==> config.mk <==
export PLATFORM = sky130hd
export DESIGN_NAME = tap_loader
export DESIGN_NICKNAME = d
export VERILOG_FILES = /design/src/rtl/tap_pkg.sv /design/src/rtl/tap_wr_buf.sv /design/src/rtl/tap_loader.sv
export SDC_FILE = /design/constraint.sdc
export NUM_CORES = 1
export LEC_CHECK = 0
export CORE_MARGIN = 2
export CORE_UTILIZATION = 47
export CTS_CLUSTER_DIAMETER = 40
export CTS_CLUSTER_SIZE = 25
export DETAILED_ROUTE_END_ITERATION = 8
export GPL_ROUTABILITY_DRIVEN = 0
export HOLD_SLACK_MARGIN = 0.12
export PLACE_DENSITY = 0.7
export REMOVE_ABC_BUFFERS = 1
export SLEW_MARGIN = 20
export SYNTH_ARGS = -nofsm -noshare
export SYNTH_HDL_FRONTEND = slang
export SYNTH_SLANG_ARGS = --single-unit
==> constraint.sdc <==
create_clock -name clk -period 3.62 [get_ports clk]
set_input_delay 0.724 -clock clk [delete_from_list [all_inputs] [get_ports clk]]
set_output_delay 0.724 -clock clk [all_outputs]
set_load 0.05 [all_outputs]
==> src/rtl/tap_pkg.sv <==
// Shared definitions for the Lynx TAP loader: parser states, file-type
// codes, framing bytes and error-bit positions.
package tap_pkg;

  typedef enum logic [3:0] {
    ST_IDLE    = 4'd0,
    ST_NAME    = 4'd1,
    ST_TYPE    = 4'd2,
    ST_LEN_LO  = 4'd3,
    ST_LEN_HI  = 4'd4,
    ST_LOAD_LO = 4'd5,
    ST_LOAD_HI = 4'd6,
    ST_EXEC_LO = 4'd7,
    ST_EXEC_HI = 4'd8,
    ST_DATA    = 4'd9,
    ST_CHECK   = 4'd10,
    ST_TRAIL   = 4'd11,
    ST_DONE    = 4'd12
  } state_e;

  // File-type bytes as they appear after the closing quote.
  localparam logic [7:0] FT_BASIC = 8'h42;  // 'B'
  localparam logic [7:0] FT_MCODE = 8'h4D;  // 'M'
  localparam logic [7:0] FT_DATA  = 8'h44;  // 'D'
  localparam logic [7:0] FT_L9    = 8'h41;  // 'A'

  // Framing bytes.
  localparam logic [7:0] QUOTE = 8'h22;
  localparam logic [7:0] PAD   = 8'hA5;

  // Positions within the error vector.
  localparam int ERR_TYPE  = 0;  // bad type byte or name overrun
  localparam int ERR_TRUNC = 1;  // download cut short or address overflow
  localparam int ERR_CSUM  = 2;  // checksum mismatch

  // True for the four file types the loader understands.
  function automatic logic is_known_type(input logic [7:0] b);
    return (b == FT_BASIC) || (b == FT_MCODE) || (b == FT_DATA) || (b == FT_L9);
  endfunction

endpackage

==> src/rtl/tap_wr_buf.sv <==
// Single-entry RAM write holding register. A pushed byte is presented on
// the memory port the following cycle and held until the RAM acknowledges
// it; busy_o doubles as the download backpressure signal.
module tap_wr_buf #(
  parameter int ADDR_W = 16
) (
  input  logic              clk,
  input  logic              reset,
  input  logic              push_i,
  input  logic [ADDR_W-1:0] addr_i,
  input  logic [7:0]        data_i,
  input  logic              mem_ack_i,
  output logic              mem_wr_o,
  output logic [ADDR_W-1:0] mem_addr_o,
  output logic [7:0]        mem_dout_o,
  output logic              busy_o
);

  logic              pending_q, pending_d;
  logic [ADDR_W-1:0] addr_q, addr_d;
  logic [7:0]        data_q, data_d;

  // Holding register: capture on push, release the cycle after acknowledge.
  always_ff @(posedge clk or posedge reset) begin
    if (reset) begin
      pending_q <= 1'b0;
      addr_q    <= '0;
      data_q    <= '0;
    end else begin
      pending_q <= pending_d;
      addr_q    <= addr_d;
      data_q    <= data_d;
    end
  end

  // Next-state: a push is only honoured when the slot is empty, which the
  // parser guarantees because it cannot accept a byte while busy.
  always_comb begin
    pending_d = pending_q;
    addr_d    = addr_q;
    data_d    = data_q;
    if (pending_q && mem_ack_i) begin
      pending_d = 1'b0;
    end
    if (push_i && !pending_q) begin
      pending_d = 1'b1;
      addr_d    = addr_i;
      data_d    = data_i;
    end
  end

  assign mem_wr_o   = pending_q;
  assign mem_addr_o = addr_q;
  assign mem_dout_o = data_q;
  assign busy_o     = pending_q;

endmodule

==> src/rtl/tap_loader.sv <==
// Lynx TAP image loader: parses the ioctl download stream (name, type,
// length, optional load/exec addresses, body, checksum, trailer) and
// writes the body into RAM through a single-entry write buffer.
// Optional build macro TAP_CHECKSUM_EN enables checksum verification;
// without it the check byte is consumed unexamined and error[2] stays 0.
module tap_loader
  import tap_pkg::*;
#(
  parameter int                ADDR_W       = 16,
  parameter logic [ADDR_W-1:0] DEFAULT_LOAD = 16'h694D,
  parameter int                FORCE_LOAD   = 1,
  parameter int                MAX_NAME     = 64
) (
  input  logic              clk,
  input  logic              reset,
  input  logic              ioctl_download,
  input  logic              ioctl_wr,
  input  logic [7:0]        ioctl_dout,
  output logic              ioctl_wait,
  output logic [ADDR_W-1:0] mem_addr,
  output logic [7:0]        mem_dout,
  output logic              mem_wr,
  input  logic              mem_ack,
  output logic [7:0]        file_type,
  output logic [ADDR_W-1:0] load_addr,
  output logic [ADDR_W-1:0] exec_addr,
  output logic              exec_valid,
  output logic              done,
  output logic [2:0]        error
);

  localparam int NAME_W = $clog2(MAX_NAME + 1);

  state_e            state_q, state_d;
  logic              dl_q;
  logic              abort_q, abort_d;
  logic [7:0]        ft_q, ft_d;
  logic [ADDR_W-1:0] load_q, load_d;
  logic [ADDR_W-1:0] exec_q, exec_d;
  logic              exec_valid_q, exec_valid_d;
  logic              done_q, done_d;
  logic [2:0]        err_q, err_d;
  logic [ADDR_W-1:0] rem_q, rem_d;
  logic [ADDR_W-1:0] off_q, off_d;
  logic [7:0]        lo_q, lo_d;
  logic [NAME_W-1:0] name_cnt_q, name_cnt_d;
`ifdef TAP_CHECKSUM_EN
  logic [7:0]        csum_q, csum_d;
`endif

  logic              busy;
  logic              accept;
  logic              rise;
  logic              fall;
  logic              push;
  logic [ADDR_W-1:0] push_addr;
  logic [ADDR_W:0]   wr_addr_ext;
  logic [ADDR_W-1:0] hdr_word;

  assign accept      = ioctl_download && ioctl_wr && !busy;
  assign rise        = ioctl_download && !dl_q;
  assign fall        = !ioctl_download && dl_q;
  // Extra top bit flags a body address that would wrap past the top of RAM.
  assign wr_addr_ext = {1'b0, load_q} + {1'b0, off_q};
  // Little-endian 16-bit header field, fitted to the address width.
  assign hdr_word    = ADDR_W'({ioctl_dout, lo_q});

  // Where the header hands over once all address fields are in: an empty
  // body goes straight to the checksum (or finishes, for BASIC).
  function automatic state_e after_hdr(input logic [ADDR_W-1:0] len,
                                       input logic [7:0]        ft);
    if (len == '0) begin
      return (ft == FT_BASIC) ? ST_DONE : ST_CHECK;
    end
    return ST_DATA;
  endfunction

  // Parser state and captured header fields.
  always_ff @(posedge clk or posedge reset) begin
    if (reset) begin
      state_q      <= ST_IDLE;
      dl_q         <= 1'b0;
      abort_q      <= 1'b0;
      ft_q         <= '0;
      load_q       <= '0;
      exec_q       <= '0;
      exec_valid_q <= 1'b0;
      done_q       <= 1'b0;
      err_q        <= '0;
      rem_q        <= '0;
      off_q        <= '0;
      lo_q         <= '0;
      name_cnt_q   <= '0;
`ifdef TAP_CHECKSUM_EN
      csum_q       <= '0;
`endif
    end else begin
      state_q      <= state_d;
      dl_q         <= ioctl_download;
      abort_q      <= abort_d;
      ft_q         <= ft_d;
      load_q       <= load_d;
      exec_q       <= exec_d;
      exec_valid_q <= exec_valid_d;
      done_q       <= done_d;
      err_q        <= err_d;
      rem_q        <= rem_d;
      off_q        <= off_d;
      lo_q         <= lo_d;
      name_cnt_q   <= name_cnt_d;
`ifdef TAP_CHECKSUM_EN
      csum_q       <= csum_d;
`endif
    end
  end

  // Next-state and write-request logic for the byte parser.
  always_comb begin
    state_d      = state_q;
    abort_d      = abort_q;
    ft_d         = ft_q;
    load_d       = load_q;
    exec_d       = exec_q;
    exec_valid_d = exec_valid_q;
    done_d       = done_q;
    err_d        = err_q;
    rem_d        = rem_q;
    off_d        = off_q;
    lo_d         = lo_q;
    name_cnt_d   = name_cnt_q;
`ifdef TAP_CHECKSUM_EN
    csum_d       = csum_q;
`endif
    push         = 1'b0;
    push_addr    = wr_addr_ext[ADDR_W-1:0];

    if (rise) begin
      // A fresh download always starts from a clean slate.
      state_d      = ST_IDLE;
      abort_d      = 1'b0;
      done_d       = 1'b0;
      err_d        = '0;
      exec_valid_d = 1'b0;
    end else if (abort_q) begin
      // Truncated download: finish only once the last write has landed.
      if (!busy) begin
        state_d = ST_DONE;
        abort_d = 1'b0;
      end
    end else if (fall && (state_q != ST_IDLE) && (state_q != ST_DONE)) begin
      err_d[ERR_TRUNC] = 1'b1;
      if (busy) begin
        abort_d = 1'b1;
      end else begin
        state_d = ST_DONE;
      end
    end else begin
      unique case (state_q)
        ST_IDLE: begin
          if (accept && (ioctl_dout == QUOTE)) begin
            state_d    = ST_NAME;
            name_cnt_d = '0;
            off_d      = '0;
            rem_d      = '0;
`ifdef TAP_CHECKSUM_EN
            csum_d     = '0;
`endif
          end
        end

        ST_NAME: begin
          if (accept) begin
            if (ioctl_dout == QUOTE) begin
              state_d = ST_TYPE;
            end else if (name_cnt_q == NAME_W'(MAX_NAME)) begin
              err_d[ERR_TYPE] = 1'b1;
              state_d         = ST_DONE;
            end else begin
              name_cnt_d = name_cnt_q + NAME_W'(1);
            end
          end
        end

        ST_TYPE: begin
          if (accept && (ioctl_dout != PAD)) begin
            if (is_known_type(ioctl_dout)) begin
              ft_d    = ioctl_dout;
              state_d = ST_LEN_LO;
            end else begin
              err_d[ERR_TYPE] = 1'b1;
              state_d         = ST_DONE;
            end
          end
        end

        ST_LEN_LO: begin
          if (accept) begin
            lo_d    = ioctl_dout;
            state_d = ST_LEN_HI;
          end
        end

        ST_LEN_HI: begin
          if (accept) begin
            rem_d = hdr_word;
            if ((ft_q == FT_BASIC) || (ft_q == FT_L9)) begin
              load_d  = DEFAULT_LOAD;
              state_d = after_hdr(hdr_word, ft_q);
            end else begin
              state_d = ST_LOAD_LO;
            end
          end
        end

        ST_LOAD_LO: begin
          if (accept) begin
            lo_d    = ioctl_dout;
            state_d = ST_LOAD_HI;
          end
        end

        ST_LOAD_HI: begin
          if (accept) begin
            load_d  = (FORCE_LOAD != 0) ? DEFAULT_LOAD : hdr_word;
            state_d = (ft_q == FT_MCODE) ? ST_EXEC_LO : after_hdr(rem_q, ft_q);
          end
        end

        ST_EXEC_LO: begin
          if (accept) begin
            lo_d    = ioctl_dout;
            state_d = ST_EXEC_HI;
          end
        end

        ST_EXEC_HI: begin
          if (accept) begin
            exec_d       = hdr_word;
            exec_valid_d = 1'b1;
            state_d      = after_hdr(rem_q, ft_q);
          end
        end

        ST_DATA: begin
          if (rem_q == '0) begin
            // Only BASIC lingers here: its last write must land before DONE.
            if (!busy) begin
              state_d = ST_DONE;
            end
          end else if (accept) begin
            rem_d = rem_q - ADDR_W'(1);
            off_d = off_q + ADDR_W'(1);
`ifdef TAP_CHECKSUM_EN
            csum_d = csum_q + ioctl_dout;
`endif
            if (wr_addr_ext[ADDR_W]) begin
              err_d[ERR_TRUNC] = 1'b1;
            end else begin
              push = 1'b1;
            end
            // Non-BASIC files move on immediately so the check byte is
            // never swallowed by the body.
            if ((rem_q == ADDR_W'(1)) && (ft_q != FT_BASIC)) begin
              state_d = ST_CHECK;
            end
          end
        end

        ST_CHECK: begin
          if (accept) begin
`ifdef TAP_CHECKSUM_EN
            if (ioctl_dout != csum_q) begin
              err_d[ERR_CSUM] = 1'b1;
            end
`endif
            state_d = ST_TRAIL;
          end
        end

        ST_TRAIL: begin
          if (accept) begin
            state_d = ST_DONE;
          end
        end

        ST_DONE: begin
          state_d = ST_DONE;
        end

        default: begin
          state_d = ST_IDLE;
        end
      endcase
    end

    if (state_d == ST_DONE) begin
      done_d = 1'b1;
    end
  end

  tap_wr_buf #(
    .ADDR_W (ADDR_W)
  ) u_wr_buf (
    .clk        (clk),
    .reset      (reset),
    .push_i     (push),
    .addr_i     (push_addr),
    .data_i     (ioctl_dout),
    .mem_ack_i  (mem_ack),
    .mem_wr_o   (mem_wr),
    .mem_addr_o (mem_addr),
    .mem_dout_o (mem_dout),
    .busy_o     (busy)
  );

  assign ioctl_wait = busy;
  assign file_type  = ft_q;
  assign load_addr  = load_q;
  assign exec_addr  = exec_q;
  assign exec_valid = exec_valid_q;
  assign done       = done_q;
  assign error      = err_q;

endmodule

# After elaboration in Yosys (flattened, before gate mapping)

Cells that the tools add are included.

Bitwise operators: 3
Reductions and logical operators: 45
Equality and inequality tests: 43
$add $sub $neg: 4
Muxes and demuxes: 98

Operators with widths:

| cell                  | count |
|---|---|
| $mux 16               | 9 |
| $mux 4                | 28 |
| $pmux 16 s2           | 2 |
| $eq 8x7->1 const B    | 7 |
| $pmux 4 s13           | 1 |
| $mux 1                | 48 |
| $pmux 16 s3           | 1 |
| $logic_not 16->1      | 2 |
| $mux 7                | 4 |
| $eq 4x4->1 const B    | 6 |
| $reduce_and 8->1      | 3 |
| $ne 2x2->1 const B    | 10 |
| $ne 3x3->1 const B    | 6 |
| $add 16x16->17        | 1 |
| $add 16x1->16 const B | 1 |
| $eq 16x1->1 const B   | 1 |
| $eq 4x3->1 const B    | 4 |
| $sub 16x1->16 const B | 1 |
| $reduce_and 5->1      | 3 |
| $reduce_bool 3->1     | 5 |
| $pmux 7 s2            | 1 |
| $reduce_and 7->1      | 2 |
| $reduce_bool 2->1     | 7 |
| $logic_and 1x1->1     | 11 |
| other kinds (20)      | 29 |

Output and inout bits: 71
Bits in registers: 122
Input bits: 13

# Longest topological paths before layout

Gate-level depths: netlist of the first run.

Depth in word-level cells: 17
Mapped depth: 10
Gate-level depth less buffers: 9

# By module

From an unflattened synthesis of the first run, not the netlist that was laid out.

Cell total of the unflattened synthesis: 621
Area, all modules: 6334.8 µm²

Modules (own cells, without submodules):

| module     | times used | area an instance (µm²) | seq. area each (µm²) | cells each |
|---|---|---|---|---|
| tap_loader | 1          | 5283.8                 | 2052.0               | 564 |
| tap_wr_buf | 1          | 1051.0                 | 625.6                | 57 |

# Least setup slack after synthesis of the first run

OpenSTA, ideal clock, no wires.

Kind: register to register
Start point: reg load_q[13] (netlist: load_addr[13])
End point: reg u_wr_buf.addr_q[0] (netlist: u_wr_buf.mem_addr_o[0])
Library setup time: 0.127 ns
Setup slack: 0.388 ns
Period minus slack after synthesis: 3.232 ns
Arrival time: 3.104 ns
Stages on the path, launching flop included: 10
Path through: dfrtp_1 -> ha_1 -> a21o_1 -> a21oi_2 -> o21bai_1 -> a311o_1 -> a211o_1 -> a21oi_4 -> buf_6 -> mux2_1

Word-level cells in the longest chain between the ends: 9

Ends and longest elaborated chain:

| element                  | RTL line          | source |
|---|---|---|
| start: declaration       | tap_loader.sv:38  | `logic [ADDR_W-1:0] load_q, load_d;` |
| start signal: assignment | tap_loader.sv:102 | `load_q <= load_d;` |
| $add 16x16->17           | tap_loader.sv:64  | `assign wr_addr_ext = {1'b0, load_q} + {1'b0, off_q};` |
| $mux 1                   | tap_loader.sv:256 | `if (wr_addr_ext[ADDR_W]) begin` |
| $mux 1                   | tap_loader.sv:250 | `end else if (accept) begin` |
| $mux 1                   | tap_loader.sv:245 | `if (rem_q == '0) begin` |
| $mux 1                   | tap_loader.sv:158 | `unique case (state_q)` |
| $mux 1                   | tap_loader.sv:150 | `end else if (fall && (state_q != ST_IDLE) && (state_q != ST_DONE)) begin` |
| $mux 1                   | tap_loader.sv:144 | `end else if (abort_q) begin` |
| $mux 1                   | tap_loader.sv:137 | `if (rise) begin` |
| $logic_and 1x1->1        | tap_wr_buf.sv:45  | `if (push_i && !pending_q) begin` |
| end signal: assignment   | tap_wr_buf.sv:31  | `addr_q <= addr_d;` |
| end: declaration         | tap_wr_buf.sv:20  | `logic [ADDR_W-1:0] addr_q, addr_d;` |

Every way passes these cells.
A chain may end at the register's enable or synchronous reset.

# Final worst setup path of the first run

Start point: reg off_q[0]
End point: reg u_wr_buf.addr_q[4] (netlist: u_wr_buf.mem_addr_o[4])

Word-level cells in the longest chain between the ends: 9

Ends and longest elaborated chain:

| element                  | RTL line          | source |
|---|---|---|
| start: declaration       | tap_loader.sv:44  | `logic [ADDR_W-1:0] off_q, off_d;` |
| start signal: assignment | tap_loader.sv:91  | `off_q <= '0;` |
| start signal: assignment | tap_loader.sv:108 | `off_q <= off_d;` |
| $add 16x16->17 *         | tap_loader.sv:64  |  |
| $mux 1                   | tap_loader.sv:256 |  |
| $mux 1                   | tap_loader.sv:250 |  |
| $mux 1                   | tap_loader.sv:245 |  |
| $mux 1                   | tap_loader.sv:158 |  |
| $mux 1                   | tap_loader.sv:150 |  |
| $mux 1                   | tap_loader.sv:144 |  |
| $mux 1                   | tap_loader.sv:137 |  |
| $logic_and 1x1->1        | tap_wr_buf.sv:45  |  |

Every way passes the cells marked *; elsewhere a longest branch is shown, timed or not.

==> out/results.tsv, run 1 <==
stage	metric	value	unit
worst_hold_path	min_path_cells	1	
die	die_w	120	um
route	dr.pass1.iters	5	
worst_setup_path	crit_path_frequent_cell	ha_1	
power	irDropWorstVdd	0.601	mV
cells_and_area	drive_above_1_share	12.2	%
sta	rsz0062_at_grt	false	
worst_setup_path	crit_type	register to register	
cells_and_area	diodes	0	
yosys	synth-seq-cells	107	
cells_and_area	finalNetCount	751	
placement	hpwl	11100	um
route	vias_per_cell	5.80	
yosys	synth_area_per_cell	9.65	um2
run	cap_violations	0	
outcome	outcome	finished clean	
yosys	yosysTopAreaCell	dfrtp_1	
worst_setup_path	reg2regPathDepth	10	
die	die_h	120	um
die	core	13200	um2
worst_setup_path	arrival	3460	ps
placement	io_buffers	74	
global_route	antenna_found_initial	0	
sta	finalHoldViolations	0	
yosys	synth_top_area_share	42.2	%
global_route	overflow	0	
sta	whs	491	ps
clock_network	cts_tree	built	
clock_network	cts_made_buffers	9	
worst_setup_path	critPathMaxFanout	18	
power	combPwrFrac	48.1	%
global_route	grt_max_degree	55	
clock_network	cts-root-buf	clkbuf_16	
power	clock_power_share	19.0	%
die	rows	42	
clock_network	cts_max_path_buffers	2	
sta	worstMarginPinSlew	736	ps
clock_network	clk_pin_slew	70	ps
yosys	ys_seq_area_share	42.2	%
power	switching_share	45.1	%
route	avgRoutedWirePerCell	17.1	um
placement	placed_area	7240	um2
global_route	grt_pass1_vias	5077	
route	via_count	5245	
yosys	async_reset_ff_share	100	%
power	intPower	2.94	mW
sta	setup_viol	0	
clock_network	post_cts_buffers	0	
global_route	grt_pass1_wl	25500	um
sta	maxSlewHeadroom	50.9	%
worst_setup_path	worstSetupStartpointType	register	
worst_setup_path	worstPathCellList	ha_1 > ha_1 > a21o_1 > a21oi_2 > o21bai_1 > a311o_1 > a211o_1 > a21oi_4 > buf_12 > mux2_1	
clock_network	cts_resized	0	
yosys	syn_area	6350	um2
worst_setup_path	cp.required	3870	ps
cells_and_area	syn_to_final_growth	18.7	%
die	start_util	48.0	%
yosys	synth_common_cells	dfrtp_1, nor2_1, o21ai_0	
sta	fin_setup_tns	0	ps
clock_network	clk-insertion-delay-late	370	ps
sta	fin_crit_sh	88.7	%
power	power.density	710	nW/um2
worst_setup_path	crit_path_end_kind	register	
global_route	globalRouteTotalUtil	22.1	%
worst_hold_path	hp-class	register to register	
die	die_area	14500	um2
die	ios	84	
sta	period_minus_slack	3210	ps
power	power.leakage	3.28	nW
worst_setup_path	slowest_stage	dfrtp_1	
power	seq_power_share	32.9	%
sta	fin_skew	9.35	ps
yosys	ys.warnings.count	0	
yosys	synth_cell_type_count	73	
route	drt_iter0_markers	287	
clock_network	cts-htree-levels	3	
yosys	synthFlopType	dfrtp_1	
power	total_power	5.35	mW
route	route.detailed.drc	0	
yosys	synthesis.instances	658	
sta	maxSlewViolCount	0	
route	wl	15400	um
clock_network	holdBufCountCts	0	
route	postRouteAntennaNets	0	
cells_and_area	stdcell_area	7540	um2
yosys	yosysMostFrequentCell	dfrtp_1	
sta	maxClockFrequency	0.312	GHz
yosys	synth.top_cells.by_area	dfrtp_1, mux2_2, o21ai_0	
yosys	synth_edf_count	0	
power	p_sw	2.41	mW
worst_setup_path	cpPeakStageDelay	440	ps
clock_network	cts.sink_count	107	
worst max-delay path, delay by kind of cell, from the launching register on:
kind	cells	cell delay [ps]
muxes	1	340
buffers and inverters	1	220
adders and majority gates	2	450
AOI/OAI and AO/OA	6	1630
DFF	1	440
per-stage QoR:
step	util [%]	std cells	worst slack, ps
floorplan	-	617	-2030
global placement	54.6	888	395
detailed placement	54.6	888	348
CTS	56.9	904	367
global route	56.9	904	240
finish	56.9	904	410
worst paths after layout:
check                                         from                      end  slack [ps]
max reg2reg                               off_q[0]   u_wr_buf.mem_addr_o[4]         410
max in group asynchronous                    reset            name_cnt_q[2]        2090
max                                       off_q[0]   u_wr_buf.mem_addr_o[4]         410
min in group asynchronous                    reset                rem_q[13]         810
min                        u_wr_buf.mem_addr_o[13]  u_wr_buf.mem_addr_o[13]         490
min reg2reg                u_wr_buf.mem_addr_o[13]  u_wr_buf.mem_addr_o[13]         490
layer usage:
layer	track usage [%]	wire length (um)
met1	29.7	6810
met2	34.9	7410
met3	5.75	872
met4	7.49	341
met5	0	0
power groups by stage:
| stage | clock network, mW | logic (mW) | registers, mW |
|---|---|---|---|
| global placement | 0 | 2.52 | 1.77 |
| floorplan | 0 | 1.06 | 2.43 |
| CTS | 1.04 | 2.56 | 1.76 |
| finish | 1.02 | 2.57 | 1.76 |
| detailed placement | 0 | 2.55 | 1.78 |
| global route | 1.10 | 2.75 | 1.81 |
registers in the layout (all words and copies together), names as in the netlist:
register and cells:
abort_q 1, dl_q 1, done 1, error 2
exec_addr 16, exec_valid 1, file_type 8, lo_q 8
load_addr 1, name_cnt_q 7, off_q 16, rem_q 16
state_q 4, u_wr_buf.busy_o 1, u_wr_buf.mem_addr_o 16, u_wr_buf.mem_dout_o 8
layout by cell type (no fill, tap or decap), drive strengths merged, types with 6 or more instances in the layout:
| cell type | count |
|---|---|
| conb | 9 |
| and2 | 8 |
| nor2b | 12 |
| nor4 | 12 |
| nand2 | 42 |
| o21ai | 53 |
| mux2 | 48 |
| inv | 26 |
| o2bb2ai | 6 |
| xor2 | 11 |
| a22oi | 7 |
| ha | 15 |
| nand2b | 16 |
| or4b | 6 |
| or3 | 12 |
| and3 | 9 |
| nor3 | 24 |
| xnor2 | 11 |
| a21oi | 22 |
| a31oi | 12 |
| dfrtp | 107 |
| nand3 | 18 |
| buf | 21 |
| clkdlybuf4s50 | 74 |
| nor2 | 56 |
| clkbuf | 10 |
logic make-up after synthesis:
logic type | Yosys count | synth area share [%]
xor gates and xnor gates | 22 | 3.03
AOI/OAI and AO/OA | 145 | 15.1
muxes | 53 | 9.30
buffers and inverters | 72 | 6.09
adders and majority gates | 15 | 2.95
other | 1 | 0.0590
and+or+nand+nor | 243 | 21.3
DFF | 107 | 42.2
layout make-up:
cell class / instances / area, um2
Fill cell: 1186 / 5700
Multi-Input combinational cell: 487 / 3330
Sequential cell: 107 / 2680
Timing Repair Buffer: 95 / 923
Clock buffer: 10 / 229
Tap cell: 176 / 220
Inverter: 23 / 88.8
Clock inverter: 6 / 72.6
(Power assumes the default switching activity.)
==> inputs of run 2 (changes only) <==
--- a/config.mk
+++ b/config.mk
@@ -11,9 +11,10 @@
 export CTS_CLUSTER_SIZE = 25
 export DETAILED_ROUTE_END_ITERATION = 8
 export GPL_ROUTABILITY_DRIVEN = 0
-export HOLD_SLACK_MARGIN = 0.12
+export HOLD_SLACK_MARGIN = 0.05
 export PLACE_DENSITY = 0.7
 export REMOVE_ABC_BUFFERS = 1
+export SETUP_SLACK_MARGIN = 0.15
 export SLEW_MARGIN = 20
 export SYNTH_ARGS = -nofsm -noshare
 export SYNTH_HDL_FRONTEND = slang
==> results of run 2 <==
Final layout, timing and power as in run 1 (identical DEF).
